--- config.mk ---
export PLATFORM = sky130hd
export DESIGN_NAME = exe_stage_alu
export DESIGN_NICKNAME = d
export VERILOG_FILES = /design/src/rtl/exe_stage_alu.sv
export SDC_FILE = /design/constraint.sdc
export NUM_CORES = 1
export LEC_CHECK = 0
export BUFFER_PORTS_ARGS = -buffer_cell sky130_fd_sc_hd__buf_4
export CAP_MARGIN = 10
export CORE_ASPECT_RATIO = 1.75
export CORE_MARGIN = 3
export CORE_UTILIZATION = 55
export DETAILED_ROUTE_END_ITERATION = 12
export PLACE_DENSITY_LB_ADDON = 0.12
export SLEW_MARGIN = 5
export SYNTH_ARGS = -nofsm -noshare
export SYNTH_HDL_FRONTEND = slang
export SYNTH_SLANG_ARGS = --single-unit
--- constraint.sdc ---
create_clock -name clk -period 3.7 [get_ports clk]
set_input_delay 0.37 -clock clk [delete_from_list [all_inputs] [get_ports clk]]
set_output_delay 0.37 -clock clk [all_outputs]
set_load 0.005 [all_outputs]
--- src/rtl/exe_stage_alu.sv ---
// Execute stage: ARM condition evaluation against the owned NZCV register,
// ALU operation, and the EX/MEM pipeline register with gated enables.
module exe_stage_alu #(
  parameter int unsigned DATA_W     = 32,
  parameter int unsigned REG_ADDR_W = 4
) (
  input  logic                  clk,
  input  logic                  rst,
  input  logic                  in_valid,
  input  logic                  stall,
  input  logic                  flush,
  input  logic [3:0]            exe_cmd,
  input  logic                  mem_read,
  input  logic                  mem_write,
  input  logic                  wb_enable,
  input  logic                  status_write_enable,
  input  logic [3:0]            cond,
  input  logic [DATA_W-1:0]     val_rn,
  input  logic [DATA_W-1:0]     val2,
  input  logic [DATA_W-1:0]     val_rm,
  input  logic [REG_ADDR_W-1:0] dest,
  output logic                  out_valid,
  output logic [DATA_W-1:0]     alu_result,
  output logic                  out_mem_read,
  output logic                  out_mem_write,
  output logic                  out_wb_enable,
  output logic [REG_ADDR_W-1:0] out_dest,
  output logic [DATA_W-1:0]     out_store_data,
  output logic [3:0]            status,
  output logic                  cond_pass
);

  logic [3:0]            status_q, status_d;
  logic                  valid_q, valid_d;
  logic [DATA_W-1:0]     result_q, result_d;
  logic                  mem_read_q, mem_read_d;
  logic                  mem_write_q, mem_write_d;
  logic                  wb_enable_q, wb_enable_d;
  logic [REG_ADDR_W-1:0] dest_q, dest_d;
  logic [DATA_W-1:0]     store_q, store_d;

  logic                  flag_n, flag_z, flag_c, flag_v;
  logic                  fire;
  logic [DATA_W:0]       sum;
  logic [DATA_W-1:0]     res;
  logic                  is_arith, is_logic, is_sub, ovf;
  logic [3:0]            flags_new;

  assign {flag_n, flag_z, flag_c, flag_v} = status_q;

  always_comb begin
    cond_pass = 1'b0;
    case (cond)
      4'b0000: cond_pass = flag_z;
      4'b0001: cond_pass = !flag_z;
      4'b0010: cond_pass = flag_c;
      4'b0011: cond_pass = !flag_c;
      4'b0100: cond_pass = flag_n;
      4'b0101: cond_pass = !flag_n;
      4'b0110: cond_pass = flag_v;
      4'b0111: cond_pass = !flag_v;
      4'b1000: cond_pass = flag_c && !flag_z;
      4'b1001: cond_pass = !flag_c || flag_z;
      4'b1010: cond_pass = (flag_n == flag_v);
      4'b1011: cond_pass = (flag_n != flag_v);
      4'b1100: cond_pass = !flag_z && (flag_n == flag_v);
      4'b1101: cond_pass = flag_z || (flag_n != flag_v);
      4'b1110: cond_pass = 1'b1;
      default: cond_pass = 1'b0;
    endcase
  end

  assign fire = in_valid && cond_pass && !stall && !flush;

  // Subtract forms add ~val2 plus carry-in so the carry-out is ARM's NOT-borrow.
  always_comb begin
    sum      = '0;
    res      = '0;
    is_arith = 1'b0;
    is_logic = 1'b0;
    is_sub   = 1'b0;
    case (exe_cmd)
      4'b0001: begin res = val2;          is_logic = 1'b1; end
      4'b1001: begin res = ~val2;         is_logic = 1'b1; end
      4'b0110: begin res = val_rn & val2; is_logic = 1'b1; end
      4'b0111: begin res = val_rn | val2; is_logic = 1'b1; end
      4'b1000: begin res = val_rn ^ val2; is_logic = 1'b1; end
      4'b0010: begin
        sum      = {1'b0, val_rn} + {1'b0, val2};
        is_arith = 1'b1;
      end
      4'b0011: begin
        sum      = {1'b0, val_rn} + {1'b0, val2} + {{DATA_W{1'b0}}, flag_c};
        is_arith = 1'b1;
      end
      4'b0100: begin
        sum      = {1'b0, val_rn} + {1'b0, ~val2} + {{DATA_W{1'b0}}, 1'b1};
        is_arith = 1'b1;
        is_sub   = 1'b1;
      end
      4'b0101: begin
        sum      = {1'b0, val_rn} + {1'b0, ~val2} + {{DATA_W{1'b0}}, flag_c};
        is_arith = 1'b1;
        is_sub   = 1'b1;
      end
      default: res = '0;
    endcase
    if (is_arith) res = sum[DATA_W-1:0];

    if (is_sub) ovf = (val_rn[DATA_W-1] != val2[DATA_W-1]) && (res[DATA_W-1] != val_rn[DATA_W-1]);
    else        ovf = (val_rn[DATA_W-1] == val2[DATA_W-1]) && (res[DATA_W-1] != val_rn[DATA_W-1]);

    if (is_arith)      flags_new = {res[DATA_W-1], (res == '0), sum[DATA_W], ovf};
    else if (is_logic) flags_new = {res[DATA_W-1], (res == '0), flag_c, flag_v};
    else               flags_new = status_q;

    status_d = (fire && status_write_enable) ? flags_new : status_q;
  end

  always_comb begin
    valid_d     = valid_q;
    result_d    = result_q;
    mem_read_d  = mem_read_q;
    mem_write_d = mem_write_q;
    wb_enable_d = wb_enable_q;
    dest_d      = dest_q;
    store_d     = store_q;
    if (!stall) begin
      if (flush) begin
        valid_d     = 1'b0;
        mem_read_d  = 1'b0;
        mem_write_d = 1'b0;
        wb_enable_d = 1'b0;
      end else begin
        valid_d     = in_valid;
        mem_read_d  = mem_read && fire;
        mem_write_d = mem_write && fire;
        wb_enable_d = wb_enable && fire;
        result_d    = res;
        dest_d      = dest;
        store_d     = val_rm;
      end
    end
  end

  always_ff @(posedge clk or negedge rst) begin
    if (!rst) begin
      status_q    <= '0;
      valid_q     <= 1'b0;
      result_q    <= '0;
      mem_read_q  <= 1'b0;
      mem_write_q <= 1'b0;
      wb_enable_q <= 1'b0;
      dest_q      <= '0;
      store_q     <= '0;
    end else begin
      status_q    <= status_d;
      valid_q     <= valid_d;
      result_q    <= result_d;
      mem_read_q  <= mem_read_d;
      mem_write_q <= mem_write_d;
      wb_enable_q <= wb_enable_d;
      dest_q      <= dest_d;
      store_q     <= store_d;
    end
  end

  assign status         = status_q;
  assign out_valid      = valid_q;
  assign alu_result     = result_q;
  assign out_mem_read   = mem_read_q;
  assign out_mem_write  = mem_write_q;
  assign out_wb_enable  = wb_enable_q;
  assign out_dest       = dest_q;
  assign out_store_data = store_q;

endmodule

==> results by group, run 1 <==
Logic synthesis
  – Synth area leader: dfrtp_1
  – Main synth FF type: dfrtp_1
  – Synth area leaders: dfrtp_1 (16%), ha_1 (11%), xnor2_1 (6.4%)
  – Top cell type's share of synthesized area: 0.160
  – Post-synthesis sequential area ratio: 0.160
  – Cell area after synthesis: 0.0119 mm2
  – Synth unique cells: 97
  – EDFF count, synth: 0
  – Syn. warnings: 0
  – FF+latch count, synth: 76
  – Synth Area per Inst: 7.68 um2
  – Cells after Synth: 1543
  – Syn_nets: 1770
  – Asr flop ratio synth: 1.00

Floorplan
  – Die H: 200 um
  – Std cell rows: 70
  – Starting Density: 0.564
  – Die X: 117 um
  – # IOs: 194

GRT
  – Global-route usage over all layers: 0.767
  – First-pass GRT wire length: 140000 um
  – Vias in the first global route: 21500
  – Largest net degree at the start of global routing: 91
  – Grt ovf: 243

Place
  – GP Congestion: 1.06
  – Pre-CTS WS: -1550 ps
  – I/O Buffers: 193
  – DP Wirelength: 45000 um

Clocking
  – Sink count of the clock tree: 76
  – H-tree Lvls: 3
  – TritonCTS buffer count: 9
  – Clock Tree Buf Depth: 2
  – CTS root buf: clkbuf_16
  – CTS Hold Buffers Added: 0

Status
  – Stage reached: 5_1_grt
  – Error: [ERROR GRT-0116] Global routing finished with congestion. Check the congestion regions in the DRC Viewer.
  – Status: aborted with a tool error
==> logic make-up after synthesis <==
family / Yosys count / synth area share
and+or+nand+nor: 476 / 0.211
buffers and inverters: 196 / 0.0635
xor gates and xnor gates: 134 / 0.0990
DFF: 76 / 0.160
muxes: 73 / 0.0666
adders and majority gates: 110 / 0.117
AOI/OAI and AO/OA: 478 / 0.282
==> metrics by stage <==
stage	utilization	std cells	area [um2]
CTS	0.910	2485	19100
detailed placement	0.835	2428	17600
global placement	0.835	2428	17600
floorplan	-	1543	12200
==> cell usage after synthesis, drive strengths merged, types with 22 or more instances <==
master  count
clkbuf     65
nor4       31
o22ai      24
a21oi     130
xor2       48
xnor2      86
inv       102
o21ai      74
ha        108
dfrtp      76
nor3       48
o211ai     24
mux2i      26
buf        24
o31ai      22
a22oi      22
mux2       47
nor2      137
nand3      31
nand2      82
==> metal layers <==
| metal | track usage | GRT overflow |
|---|---|---|
| met1 | 0.744 | 3 |
| met2 | 0.925 | 155 |
| met3 | 0.647 | 2 |
| met4 | 0.755 | 83 |
| met5 | 0.271 | 0 |
==> repair_timing <==
item | 4_1_cts
endpoints found under the setup margin | 25
resized for setup | 184
gates cloned | 0
pin swaps | 59
setup buffers | 43
==> run 2: changes to the inputs <==
Settings changed: CORE_ASPECT_RATIO 1.75 to not set, CORE_UTILIZATION 55 to 40, PLACE_DENSITY_LB_ADDON 0.12 to 0.15.
==> run 2 against run 1 <==
Synthesized cell count stayed put. The flow now finishes, with violations (setup timing). Area after synthesis stayed put.
==> results by group, run 2 <==
Clocking
  – CTS Hold Buffers Added: 0 (unchanged)
  – Sink count of the clock tree: 76 (unchanged)
  – Clock Tree Buf Depth: 2 (unchanged)
  – TritonCTS buffer count: 9 (unchanged)
  – CTS clock-pin slew for the worst setup and hold paths: 60 ps
  – CTS root buf: clkbuf_16 (unchanged)
  – H-tree Lvls: 3 (unchanged)
  – Skew-Pair Late Insertion Delay: 330 ps
  – CTS tree: built

GRT
  – First-pass GRT wire length: 80300 um
  – Initial antenna violation count: 1
  – Vias in the first global route: 14600
  – Global-route usage over all layers: 0.318
  – Largest net degree at the start of global routing: 91
  – Grt ovf: 0

Logic synthesis
  – Mux cell area share after synthesis: 0.0666 (unchanged)
  – Most common cell in the synthesized netlist: nor2_1 (unchanged)
  – Synth Area per Inst: 7.68 um2 (unchanged)
  – Asr flop ratio synth: 1.00 (unchanged)
  – FF+latch count, synth: 76 (unchanged)
  – Synth Area in Adders: 0.117 (unchanged)
  – Syn_nets: 1770 (unchanged)
  – Largest family of logic cells by synthesized area: compound AO/OA/AOI/OAI gates (unchanged)
  – Syn. warnings: 0 (unchanged)
  – Main synth FF type: dfrtp_1 (unchanged)
  – Commonest cells post-synth: nor2_1 (136), a21oi_1 (128), ha_1 (108) (unchanged)
  – Synth area leaders: dfrtp_1 (16%), ha_1 (11%), xnor2_1 (6.4%) (unchanged)
  – Synth unique cells: 97 (unchanged)
  – Cell area after synthesis: 0.0119 mm2 (unchanged)
  – Synth area leader: dfrtp_1 (unchanged)
  – Synth Area in Simple Gates: 0.211 (unchanged)
  – Cells after Synth: 1543 (unchanged)
  – EDFF count, synth: 0 (unchanged)
  – Top cell type's share of synthesized area: 0.160 (unchanged)
  – Post-synthesis compound-gate area fraction: 0.282 (unchanged)
  – Post-synthesis xor/xnor area fraction: 0.0990 (unchanged)
  – Post-synthesis sequential area ratio: 0.160 (unchanged)

Floorplan
  – Die area: 0.0317 mm2
  – # IOs: 194 (unchanged)
  – Std cell rows: 62 (was 70)
  – Die X: 178 um (was 117 um)
  – Core area: 0.0289 mm2
  – Die H: 178 um (was 200 um)
  – Starting Density: 0.410 (was 0.564)

Route
  – DR pass1 iterations: 6
  – ANT nets after route: 0
  – Remaining DRCs: 0
  – Avg Vias per Cell: 5.67
  – Via count: 15000
  – Drt wl/cell: 19.8 um
  – Initial DRC Count: 1209
  – DRT Wirelength: 52500 um

Worst setup path
  – Setup crit start kind: input pin
  – Slowest CP cell: or4_4
  – Setup crit end kind: register
  – Crit-path max cell delay: 540 ps
  – Critical Path RT: 3920 ps
  – Crit path arrival time: 4750 ps
  – Crit Path Class: in -> reg
  – Worst path cell trace: buf_4 > ha_4 > inv_1 > fa_2 > nor2b_2 > o31a_1 > o21a_1 > o2111ai_4 > buf_4 > nand3_1 > nor4b_2 > buf_4 > o221ai_4 > a2111oi_4 > nand3_1 > xor2_1 > a221oi_2 > nand3_1 > or4_4 > o41ai_2
  – Crit-path max FO: 6

STA
  – Final setup TNS: -5010 ps
  – Peak Freq: 0.221 GHz
  – Slew HR: 0.250
  – Slew Limit Fails: 0
  – Slew @ Worst Pin: 1120 ps
  – Final Skew: 7.32 ps
  – Final worst-path cycle share: 1.22
  – Final hold vios: 0
  – Final worst setup slack: -825 ps
  – RSZ-0062 raised after global routing: yes
  – Period minus WS final: 4520 ps
  – Final setup violation count: 19

Power
  – Worst vdd ir: 245 uV
  – Pleak: 0.00910 uW
  – Pwr dens: 272 mW/mm2

Final layout
  – Area growth from synthesis to layout: 68.9%
  – Fill cells: 2372
  – Most frequent cells in the layout: buf_4 (757), nor2_1 (128), a21oi_1 (105)
  – Total Nets Final: 2487
  – Most common cell after layout, fill and taps aside: buf_4
  – Layout cell share with drive strength beyond 1: 0.498
  – Non-Filler Instances: 2650

Status
  – Failing checks: setup timing
  – Status: finished, violations left (was aborted with a tool error)

Place
  – Placed insts: 2572 (was 2428)
  – I/O Buffers: 193 (unchanged)
  – DP Wirelength: 41800 um (was 45000 um)
  – GP Congestion: 0.994 (was 1.06)

Min path
  – Hold Crit Class: in -> async

Job
  – Max_cap viols: 0
## run 2: cell counts after synthesis
No cell type changed its count.
## run 2: logic make-up (layout without fill, tap and decap cells)
logic type	count (synthesis)	count (layout)
xor+xnor	134	134
mux	73	73
buf+inv	196	918
flops	76	76
fa+ha+maj	110	110
simple gates	476	476
other cells	0	1
compound gates	478	478
## run 2: stage by stage
stage	util	instance area (um2)	worst slack [ps]	hold WS, ps	power, uW
after detailed placement	0.616	17800	-1430	472	4160
after global placement	0.616	17800	-1310	468	4110
after floorplan	-	12200	-949	74.4	2520
final	0.692	20000	-825	160	5440
after global routing	0.692	20000	-1040	249	5760
after CTS	0.668	19300	-805	207	5240
## run 2: layout make-up
class | instances | area (um2) | share of cell area
diodes | 1 | 2.50 | 0.000125
well taps | 384 | 480 | 0.0240
multi-input cells | 1271 | 10800 | 0.538
inverters | 107 | 428 | 0.0214
flip-flops and latches | 76 | 1900 | 0.0950
repair buffers | 795 | 6150 | 0.307
clock buffers | 11 | 243 | 0.0121
clock inverters | 5 | 35.0 | 0.00175
## run 2: worst max-delay path, delay by kind of cell
family / cells / cell delay (ps)
compound gates: 7 / 1920
xor+xnor: 1 / 170
fa+ha+maj: 2 / 510
buf+inv: 4 / 540
simple gates: 6 / 1220
## run 2: final timing paths
path                                  startpoint  cells past startpoint                              to  slack (ps)
min in group clk                      val_rm[10]                      2  out_store_data[10]$_DFFE_PN0P_         270
max reg2reg                status[1]$_DFFE_PN0P_                     13           status[2]$_DFFE_PN0P_         -80
min                                          rst                      1  out_store_data[27]$_DFFE_PN0P_         160
min reg2reg                out_valid$_DFFE_PN0N_                      2           out_valid$_DFFE_PN0N_         490
max in group asynchronous                    rst                      1  out_store_data[18]$_DFFE_PN0P_        2910
max                                    val_rn[0]                     20           status[2]$_DFFE_PN0P_        -820
## run 2: power breakdown
part / leakage (uW) / switching [uW] / internal (uW) / total [uW]
clock: 0.000136 / 322 / 473 / 795
combinational: 0.00806 / 1770 / 1810 / 3590
sequential: 0.000908 / 89.1 / 965 / 1050
## run 2: repair_timing
| item | in CTS | in global routing |
|---|---|---|
| hold endpoints to repair | 0 | 0 |
| pin swaps | 56 | 69 |
| setup buffers | 46 | 27 |
| resized for setup | 198 | 110 |
| setup endpoints to repair | 22 | 23 |
## run 2: layer usage
layer,wire length (um),global-route usage,vias up
met5,0,0,-
met4,2210,0.126,0
met3,3690,0.0330,113
met2,24000,0.528,615
met1,22500,0.422,7160
li1,-,-,7129
Power figures use the tool's default switching activity.
==> run 3: changes to the inputs <==
Settings changed: BUFFER_PORTS_ARGS -buffer_cell sky130_fd_sc_hd__buf_4 to -buffer_cell sky130_fd_sc_hd__buf_2, CORE_UTILIZATION 40 to 35.
==> run 3 against run 2 <==
The flow still finishes with violations (setup timing). Clock-buffer cell count grew 1. Clock skew shrank 4.4 ps. Worst hold slack gained 3.1 ps. Sequential cell count is the same. Largest power group unchanged.
==> results by group, run 3 (synthesis results as in run 2) <==
Clocking
  – Skew-Pair Late Insertion Delay: 330 ps (about the same)
  – TritonCTS buffer count: 9 (unchanged)
  – Clock Tree Buf Depth: 2 (unchanged)
  – H-tree Lvls: 3 (unchanged)
  – Sink count of the clock tree: 76 (unchanged)
  – CTS clock-pin slew for the worst setup and hold paths: 60 ps (about the same)
  – CTS tree: built (unchanged)
  – CTS Hold Buffers Added: 0 (unchanged)
  – CTS root buf: clkbuf_16 (unchanged)

STA
  – RSZ-0062 raised after global routing: yes (unchanged)
  – Final Skew: 2.92 ps (was 7.32 ps)
  – Final setup TNS: -5110 ps (was -5010 ps)
  – Slew @ Worst Pin: 1060 ps (was 1120 ps)
  – Peak Freq: 0.221 GHz (about the same)
  – Final hold vios: 0 (unchanged)
  – Slew Limit Fails: 0 (unchanged)
  – Slew HR: 0.297 (was 0.250)
  – Final setup violation count: 16 (was 19)
  – Period minus WS final: 4530 ps (was 4520 ps)
  – Hold slack: 163 ps (was 160 ps)
  – Final worst-path cycle share: 1.22 (about the same)
  – Final worst setup slack: -829 ps (was -825 ps)

Worst setup path
  – Crit-path max FO: 5 (was 6)
  – Critical Path RT: 3930 ps (was 3920 ps)
  – Setup crit start kind: input pin (unchanged)
  – Setup crit end kind: register (unchanged)
  – Crit path arrival time: 4760 ps (was 4750 ps)
  – Crit Path Class: in -> reg (unchanged)

Power
  – Worst vdd ir: 261 uV (was 245 uV)
  – Power share of the combinational group: 0.660 (about the same)
  – Sw Share: 0.400 (was 0.402)
  – Pwr dens: 269 mW/mm2 (was 272 mW/mm2)
  – Pleak: 0.00905 uW (was 0.00910 uW)
  – Clock share of power: 0.145 (was 0.146)
  – Seq pwr share: 0.195 (was 0.194)
  – Pint: 3200 uW (was 3250 uW)
  – Switch Pwr: 2130 uW (was 2190 uW)

Final layout
  – Fill cells: 3028 (was 2372)
  – Layout cell share with drive strength beyond 1: 0.494 (was 0.498)
  – Most frequent cells in the layout: buf_4 (584), buf_2 (179), nor2_1 (131) (was buf_4 (757), nor2_1 (128), a21oi_1 (105))
  – # diodes: 0 (was 1)
  – Total Nets Final: 2512 (was 2487)
  – Final core utilization: 0.600 (was 0.692)
  – Most common cell after layout, fill and taps aside: buf_4 (unchanged)
  – Area growth from synthesis to layout: 66.8% (was 68.9%)

GRT
  – Vias in the first global route: 14700 (was 14600)
  – Largest net degree at the start of global routing: 91 (unchanged)
  – Global-route usage over all layers: 0.280 (was 0.318)
  – Grt ovf: 0 (unchanged)
  – Initial antenna violation count: 0 (was 1)
  – First-pass GRT wire length: 81000 um (was 80300 um)

Route
  – Avg Vias per Cell: 5.42 (was 5.67)
  – Remaining DRCs: 0 (unchanged)
  – Drt wl/cell: 19.2 um (was 19.8 um)
  – DRT Wirelength: 52500 um (about the same)
  – ANT nets after route: 0 (unchanged)
  – DR pass1 iterations: 5 (was 6)
  – Initial DRC Count: 853 (was 1209)
  – Via count: 14800 (was 15000)

Job
  – Max_cap viols: 0 (unchanged)

Place
  – I/O Buffers: 193 (unchanged)
  – DP Wirelength: 42900 um (was 41800 um)
  – GP Congestion: 0.931 (was 0.994)

Floorplan
  – Die area: 0.0361 mm2 (was 0.0317 mm2)
  – Starting Density: 0.360 (was 0.410)
  – Std cell rows: 66 (was 62)
  – # IOs: 194 (unchanged)
  – Die X: 190 um (was 178 um)
  – Die H: 190 um (was 178 um)
  – Core area: 0.0329 mm2 (was 0.0289 mm2)

Status
  – Failing checks: setup timing (unchanged)
  – Status: finished, violations left (unchanged)

Min path
  – Hold Crit Class: in -> async (unchanged)
run 3: cell count changes in the layout (fill, tap and decap cells not counted), moves of 4 or more:
cell / change
a21oi_2: -4
buf_2: +179
buf_4: -173
buf_6: +16
ha_1: -4
nor2_2: -5
nor3_1: +7
nor3_2: -7
o21ai_0: +4
o21ai_1: -4
run 3: final timing paths:
kind / slack (ps) / to / startpoint / cells after the start
worst max register to register: -10 / status[2]$_DFFE_PN0P_ / status[1]$_DFFE_PN0P_ / 15
min in group clk: 270 / out_store_data[23]$_DFFE_PN0P_ / val_rm[23] / 2
max in group asynchronous: 2920 / out_store_data[5]$_DFFE_PN0P_ / rst / 1
worst max-delay path: -830 / status[2]$_DFFE_PN0P_ / val2[4] / 18
worst min-delay path: 160 / alu_result[19]$_DFFE_PN0P_ / rst / 1
worst min register to register: 500 / out_dest[0]$_DFFE_PN0P_ / out_dest[0]$_DFFE_PN0P_ / 1
run 3: power by group through the flow:
stage                     Clock [uW]  Sequential (uW)  Combinational (uW)
after floorplan                    0             1060                1460
after global placement             0             1050                2990
after detailed placement           0             1050                3030
after CTS                        787             1040                3350
after global routing             823             1060                3780
final                            770             1040                3520
run 3: area by class of cell:
cell class | instances | area [um2] | share of cell area
multi-input cells | 1271 | 10600 | 0.539
clock inverters | 2 | 12.5 | 0.000633
repair buffers | 820 | 5970 | 0.302
well taps | 442 | 553 | 0.0280
flip-flops and latches | 76 | 1900 | 0.0962
inverters | 107 | 433 | 0.0219
clock buffers | 12 | 246 | 0.0125
run 3: critical path: stages:
cell and delay, ps:
buf_6 80, inv_4 30, ha_4 310, inv_4 60
o41a_4 550, buf_6 140, a22oi_2 200, xnor2_2 120
o31a_1 320, nor4_4 340, or4b_4 500, or2_4 270
nor2_4 110, xnor2_2 80, a221oi_2 300, nand2_1 100
or4_4 540, o41ai_2 320
run 3: metal layers:
layer / up-vias / track usage / routed length [um]
met5: - / 0 / 0
met4: 0 / 0.0887 / 1480
met3: 73 / 0.0240 / 2830
met2: 455 / 0.478 / 24600
met1: 7094 / 0.375 / 23600
li1: 7174 / - / -
run 3: what timing repair did:
item,CTS,global route
endpoints found under the setup margin,21,23
cloned,0,0
setup buffers,53,22
resized for setup,218,92
pin swaps,78,58
run 3: metrics by stage:
step                power (uW)  worst slack [ps]  instances  instance area (um2)
global placement          4040             -1370       2647                17500
floorplan                 2520              -949       1543                12200
CTS                       5180              -746       2712                19200
detailed placement        4080             -1500       2647                17500
finish                    5330              -829       2730                19800
global route              5650              -976       2730                19800
